File: src/rtl/video_luma_stage.sv
// video_luma_stage
//   Converts 24-bit RGB pixels to 8-bit luma in a two-stage pipeline. Each
//   pixel is tagged with its raster coordinates and frame/line markers.
//   Valid/ready handshake on both sides. A downstream stall holds the whole
//   pipeline and propagates upstream combinationally.
//
// Ports
//   clock        single clock domain
//   reset        synchronous, active-high
//   Video        RGB pixel, R=[23:16] G=[15:8] B=[7:0]
//   VideoValid   upstream pixel valid
//   VideoReady   pixel accepted this cycle when VideoValid is also high
//   Luma         luma of the output pixel
//   LumaValid    output pixel valid
//   LumaReady    downstream accepts the output pixel
//   PixelX/Y     raster coordinates of the output pixel
//   StartOfFrame output tag is (0,0)  (qualify with LumaValid)
//   EndOfLine    output tag is the last column (qualify with LumaValid)
//   FrameCount   frames fully accepted since reset, wraps at 16 bits
module video_luma_stage #(
  parameter int WIDTH  = 800,
  parameter int HEIGHT = 600
) (
  input  logic        clock,
  input  logic        reset,
  input  logic [23:0] Video,
  input  logic        VideoValid,
  output logic        VideoReady,
  output logic [7:0]  Luma,
  output logic        LumaValid,
  input  logic        LumaReady,
  output logic [9:0]  PixelX,
  output logic [9:0]  PixelY,
  output logic        StartOfFrame,
  output logic        EndOfLine,
  output logic [15:0] FrameCount
);

  localparam logic [9:0] LastX = 10'(WIDTH - 1);
  localparam logic [9:0] LastY = 10'(HEIGHT - 1);

  logic        en;
  logic        accept;

  logic [9:0]  inX;
  logic [9:0]  inY;
  logic [15:0] frameCnt;

  // Green product needs 16 bits: 150*255 does not fit in 15.
  logic        s1Valid;
  logic [14:0] pR;
  logic [15:0] pG;
  logic [14:0] pB;
  logic [9:0]  s1X;
  logic [9:0]  s1Y;

  logic        s2Valid;
  logic [7:0]  lumaReg;
  logic [9:0]  s2X;
  logic [9:0]  s2Y;

  logic [15:0] sum;

  // Whole pipeline moves together; the output register frees up either when
  // it is empty or when downstream takes it this cycle.
  assign en         = !s2Valid || LumaReady;
  assign VideoReady = en && !reset;
  assign accept     = VideoValid && VideoReady;

  // Coefficients sum to 256, so the sum never exceeds 255*256.
  assign sum = 16'(pR) + pG + 16'(pB);

  always_ff @(posedge clock) begin
    if (reset) begin
      inX      <= '0;
      inY      <= '0;
      frameCnt <= '0;
    end else if (accept) begin
      if (inX == LastX) begin
        inX <= '0;
        if (inY == LastY) begin
          inY      <= '0;
          frameCnt <= frameCnt + 16'd1;
        end else begin
          inY <= inY + 10'd1;
        end
      end else begin
        inX <= inX + 10'd1;
      end
    end
  end

  always_ff @(posedge clock) begin
    if (reset) begin
      s1Valid <= 1'b0;
      pR      <= '0;
      pG      <= '0;
      pB      <= '0;
      s1X     <= '0;
      s1Y     <= '0;
      s2Valid <= 1'b0;
      lumaReg <= '0;
      s2X     <= '0;
      s2Y     <= '0;
    end else if (en) begin
      s1Valid <= accept;
      pR      <= 15'(Video[23:16]) * 15'd77;
      pG      <= 16'(Video[15:8])  * 16'd150;
      pB      <= 15'(Video[7:0])   * 15'd29;
      s1X     <= inX;
      s1Y     <= inY;
      s2Valid <= s1Valid;
      lumaReg <= sum[15:8];
      s2X     <= s1X;
      s2Y     <= s1Y;
    end
  end

  assign LumaValid    = s2Valid;
  assign Luma         = lumaReg;
  assign PixelX       = s2X;
  assign PixelY       = s2Y;
  assign StartOfFrame = (s2X == 10'd0) && (s2Y == 10'd0);
  assign EndOfLine    = (s2X == LastX);
  assign FrameCount   = frameCnt;

endmodule
File: config.mk
export PLATFORM = sky130hd
export DESIGN_NAME = video_luma_stage
export DESIGN_NICKNAME = d
export VERILOG_FILES = /design/src/rtl/video_luma_stage.sv
export SDC_FILE = /design/constraint.sdc
export NUM_CORES = 1
export LEC_CHECK = 0
export CAP_MARGIN = 15
export CORE_MARGIN = 5
export CORE_UTILIZATION = 25
export CTS_BUF_LIST = sky130_fd_sc_hd__clkbuf_2
export DETAILED_ROUTE_END_ITERATION = 12
export PLACE_DENSITY = 0.37
export SETUP_SLACK_MARGIN = 0.3
export SKIP_CTS_REPAIR_TIMING = 1
export SLEW_MARGIN = 20
export SYNTH_ARGS = -nofsm -noshare
export SYNTH_HDL_FRONTEND = slang
export SYNTH_SLANG_ARGS = --single-unit
File: constraint.sdc
create_clock -name clock -period 6 [get_ports clock]
set_clock_uncertainty 0.2 [all_clocks]
set_input_delay 1.8 -clock clock [delete_from_list [all_inputs] [get_ports clock]]
set_output_delay 1.8 -clock clock [all_outputs]
set_load 0.005 [all_outputs]
==> summary.txt <==
Place
  • Placed inst area: 0.009746 mm^2
  • # placed instances: 1486
  • Placed wire-length estimate after detailed placement: 15.98 mm
  • Count of port buffers added during placement: 75
  • Routability congestion estimate from global placement: 0.7459

Synthesis
  • Synth Net Count: 1170
  • Register bit total from synthesis: between 100 and 150
  • Post-Synthesis Cells: about 1000
  • Distinct cells, synth: 54
  • Most area-hungry cell type in the Yosys netlist: sky130_fd_sc_hd__dfxtp_1
  • Synth Flop Type: sky130_fd_sc_hd__dfxtp_1
  • Post-synth EDFFs: 0
  • Leading cell types by total area after synthesis: sky130_fd_sc_hd__dfxtp_1 (31%), sky130_fd_sc_hd__ha_1 (17%), sky130_fd_sc_hd__fa_1 (9.0%)
  • Sequential area share after synthesis: 30.52%
  • Most common cell in the synthesized netlist: sky130_fd_sc_hd__nand2_1
  • Most numerous cell types in the synthesized netlist: sky130_fd_sc_hd__nand2_1 (168), sky130_fd_sc_hd__dfxtp_1 (129), sky130_fd_sc_hd__ha_1 (116)
  • Total standard cell area after synthesis: 0.008461 mm^2
  • Share of Yosys cell area claimed by the top area cell type: 30.52%
  • Async S/R FF share, synth: 0%
  • Syn_area_per_cell: 8.563 um^2
  • Yosys Warn Count: 0

Detailed routing
  • Number of nets still failing antenna checks after routing: 0
  • DRC: 0
  • Routed wire length: 21.50 mm
  • Detailed-routing iteration count for the pre-antenna-repair pass: 4
  • Vias after detailed routing: between 6000 and 7000
  • Violation count after the first detailed-route iteration: 288
  • Average vias per placed instance: 4.568
  • Post-detailed-route wirelength per cell: 14.15 um

Timing
  • Crit path time final: 5138 ps
  • Fin Setup TNS: 0 ps
  • Final slew viol count: 0
  • Slew headroom: 51.25%
  • Least-Margin Pin Slew: slightly above 700 ps
  • Count of endpoints failing hold in the final timing report: 0
  • Max Clock Freq: between 150 and 200 MHz
  • Period Utilization, post-route: 85.64%
  • Setup repair after global routing missed its margin: no
  • Final setup violation count: 0

Setup path
  • Type of element launching the critical path: input port
  • Worst path required time: 4000 ps
  • Maximum net fanout on the critical path: 2
  • Critical Path End Type: output port
  • Data arrival time of the critical path: ~3100 ps
  • Launching instance or port of the critical path: LumaReady
  • Critical Path Sink: VideoReady
  • Worst reg2reg endpoint: FrameCount[15]$_SDFFE_PP0P_
  • Classification of the worst setup path: in2out
  • Setup slack on the worst flop-to-flop path: 2880 ps
  • Worst r2r src: LumaValid$_SDFFE_PP0N_
  • Depth of the worst register-to-register path: 7

Clocking
  • Clock sink count: 129
  • Clock-pin transition on the worst setup and hold timing paths: 180 ps
  • Worst-skew pair later-pin latency: 700 ps
  • CTS root buffer: sky130_fd_sc_hd__clkbuf_2
  • Clock tree from TritonCTS: done
  • Bufs on Longest Clock Path: 2
  • H-tree level count: 4
  • Clock buffers created by TritonCTS: 17

Floorplan
  • Number of top-level design ports: 76
  • DIE AREA: around 0.038 mm^2
  • Number of placement rows: 67
  • Die Y: 194.0 um
  • Starting Density: 25.29%
  • Area of the core: between 0.03 and 0.04 mm^2
  • Chip Width: 194.0 um

Finish
  • Non-filler instance count after layout: roughly 1500
  • Finished Cell Area: 0.009977 mm^2
  • Number of fill cells: about 3600
  • Register cell area after layout: 0.002582 mm^2
  • Count of nets after finishing: 1239
  • Fraction of final layout cells with drive strength greater than 1: 5.332%
  • Area Overhead vs Synth: 17.92%
  • Footprint of the multi-input gates: 0.005474 mm^2

Worst hold path
  • Min-delay worst type: reg2reg
  • Startpoint of the lowest-slack hold path: s1X[6]$_SDFFE_PP0N_

Global routing
  • Met2 Track Usage GR: roughly a fifth
  • Met3 demand-to-capacity share in global routing: 2.641%
  • Remaining global-route overflow: 0
  • Global Route met1 Usage: between 15 and 20%
  • First-pass GRT wire length: 36.38 mm
  • GR Util All Layers: 11.63%
  • Antenna violations before repair: 1
  • Via count of the first global-routing pass: ~7100
  • Pin count of the biggest net entering global routing: ~120
  • Busiest layer in global routing: met2

Status
  • Result of the run: complete, no violations

Power and ir drop
  • LEAKAGE: roughly 4.2 nW
  • Power per cell area: 284.7 mW/mm^2
  • Worst ir drop on vdd: between 0.0001 and 0.00015 V

Flow run
  • Max-cap check violation count: 0
-- cell type report --
class	count	share of cell area (%)
multi-input combinational	751	54.87
sequential	129	25.88
timing repair buffer	90	8.753
tap	448	5.618
inverter	68	2.558
clock inverter	13	1.367
clock buffer	18	0.9029
antenna	2	0.05016
-- metal layers --
layer	wire, um	up-vias
li1	-	3561
met1	11260	3314
met2	9566	57
met3	554	7
met4	121	0
met5	0	-
-- cells in the final DEF (no fill, tap or decap), types with 17 or more instances in the layout --
cell / Yosys / final
sky130_fd_sc_hd__xor2_1: 17 / 17
sky130_fd_sc_hd__ha_1: 116 / 116
sky130_fd_sc_hd__xnor2_1: 23 / 23
sky130_fd_sc_hd__clkdlybuf4s50_1: 0 / 74
sky130_fd_sc_hd__nand3_1: 30 / 30
sky130_fd_sc_hd__fa_1: 38 / 38
sky130_fd_sc_hd__nand2_1: 168 / 168
sky130_fd_sc_hd__clkbuf_2: 0 / 18
sky130_fd_sc_hd__nor2_1: 60 / 60
sky130_fd_sc_hd__a21oi_1: 98 / 98
sky130_fd_sc_hd__nor3_1: 19 / 19
sky130_fd_sc_hd__o21ai_0: 25 / 25
sky130_fd_sc_hd__dfxtp_1: 129 / 129
sky130_fd_sc_hd__inv_1: 68 / 68
-- power breakdown --
| group | switching [mW] | internal (mW) |
|---|---|---|
| combinational | 0.692 | 0.573 |
| clock | 0.353 | 0.190 |
| sequential | 0.0767 | 0.956 |
-- logic make-up (layout without fill, tap and decap cells) --
| family | Yosys count | after routing | share of synthesized area [%] |
|---|---|---|---|
| AO/OA/AOI/OAI | 193 | 193 | 13.66 |
| XOR/XNOR | 40 | 40 | 4.141 |
| adder cells (fa/ha/maj) | 154 | 154 | 26.15 |
| buffers and inverters | 108 | 189 | 4.895 |
| flip-flops | 129 | 129 | 30.52 |
| multiplexers | 5 | 5 | 0.6211 |
| other | 0 | 2 | 0 |
| AND/OR/NAND/NOR | 359 | 359 | 20.01 |
-- worst min path at each step --
stage | endpoint | slack (ps) | cells after the start
floorplan | pB[3]$_SDFFE_PP0N_ | 230 | 2
global placement | s1Y[7]$_SDFFE_PP0N_ | 240 | 2
detailed placement | s1Y[7]$_SDFFE_PP0N_ | 240 | 2
CTS | PixelX[1]$_SDFFE_PP0N_ | 260 | 2
global route | Luma[1]$_SDFFE_PP0N_ | 280 | 2
finish | PixelX[6]$_SDFFE_PP0N_ | 260 | 2
-- metrics by stage --
| stage | total power, mW | setup WS, ps | util, % | hold slack, ps |
|---|---|---|---|---|
| 2_1_floorplan | 1.974 | 983.2 | - | 231.9 |
| 3_3_place_gp | 2.344 | 256.0 | 29.14 | 242.3 |
| 3_5_place_dp | 2.339 | 180.9 | 29.14 | 244.2 |
| 4_1_cts | 2.915 | 806.8 | 29.81 | 262.7 |
| 5_1_grt | 3.145 | 787.5 | 29.83 | 282.9 |
| 6_report | 2.840 | 861.8 | 29.83 | 261.6 |
-- worst max-delay path, cell delays in order --
cell,delay [ps]
sky130_fd_sc_hd__clkdlybuf4s50_1,520
sky130_fd_sc_hd__nor2b_4,50
sky130_fd_sc_hd__nor2_1,210
sky130_fd_sc_hd__clkdlybuf4s50_1,560
-- flip-flops by register name (all words and copies together) (netlist names) --
register and count:
inX 10, pB 13, Luma 8, pG 15
s1Valid 1, PixelY 10, FrameCount 16, s1X 10
LumaValid 1, inY 10, PixelX 10, pR 15
s1Y 10
No activity file was read; power rests on OpenSTA's default activity.
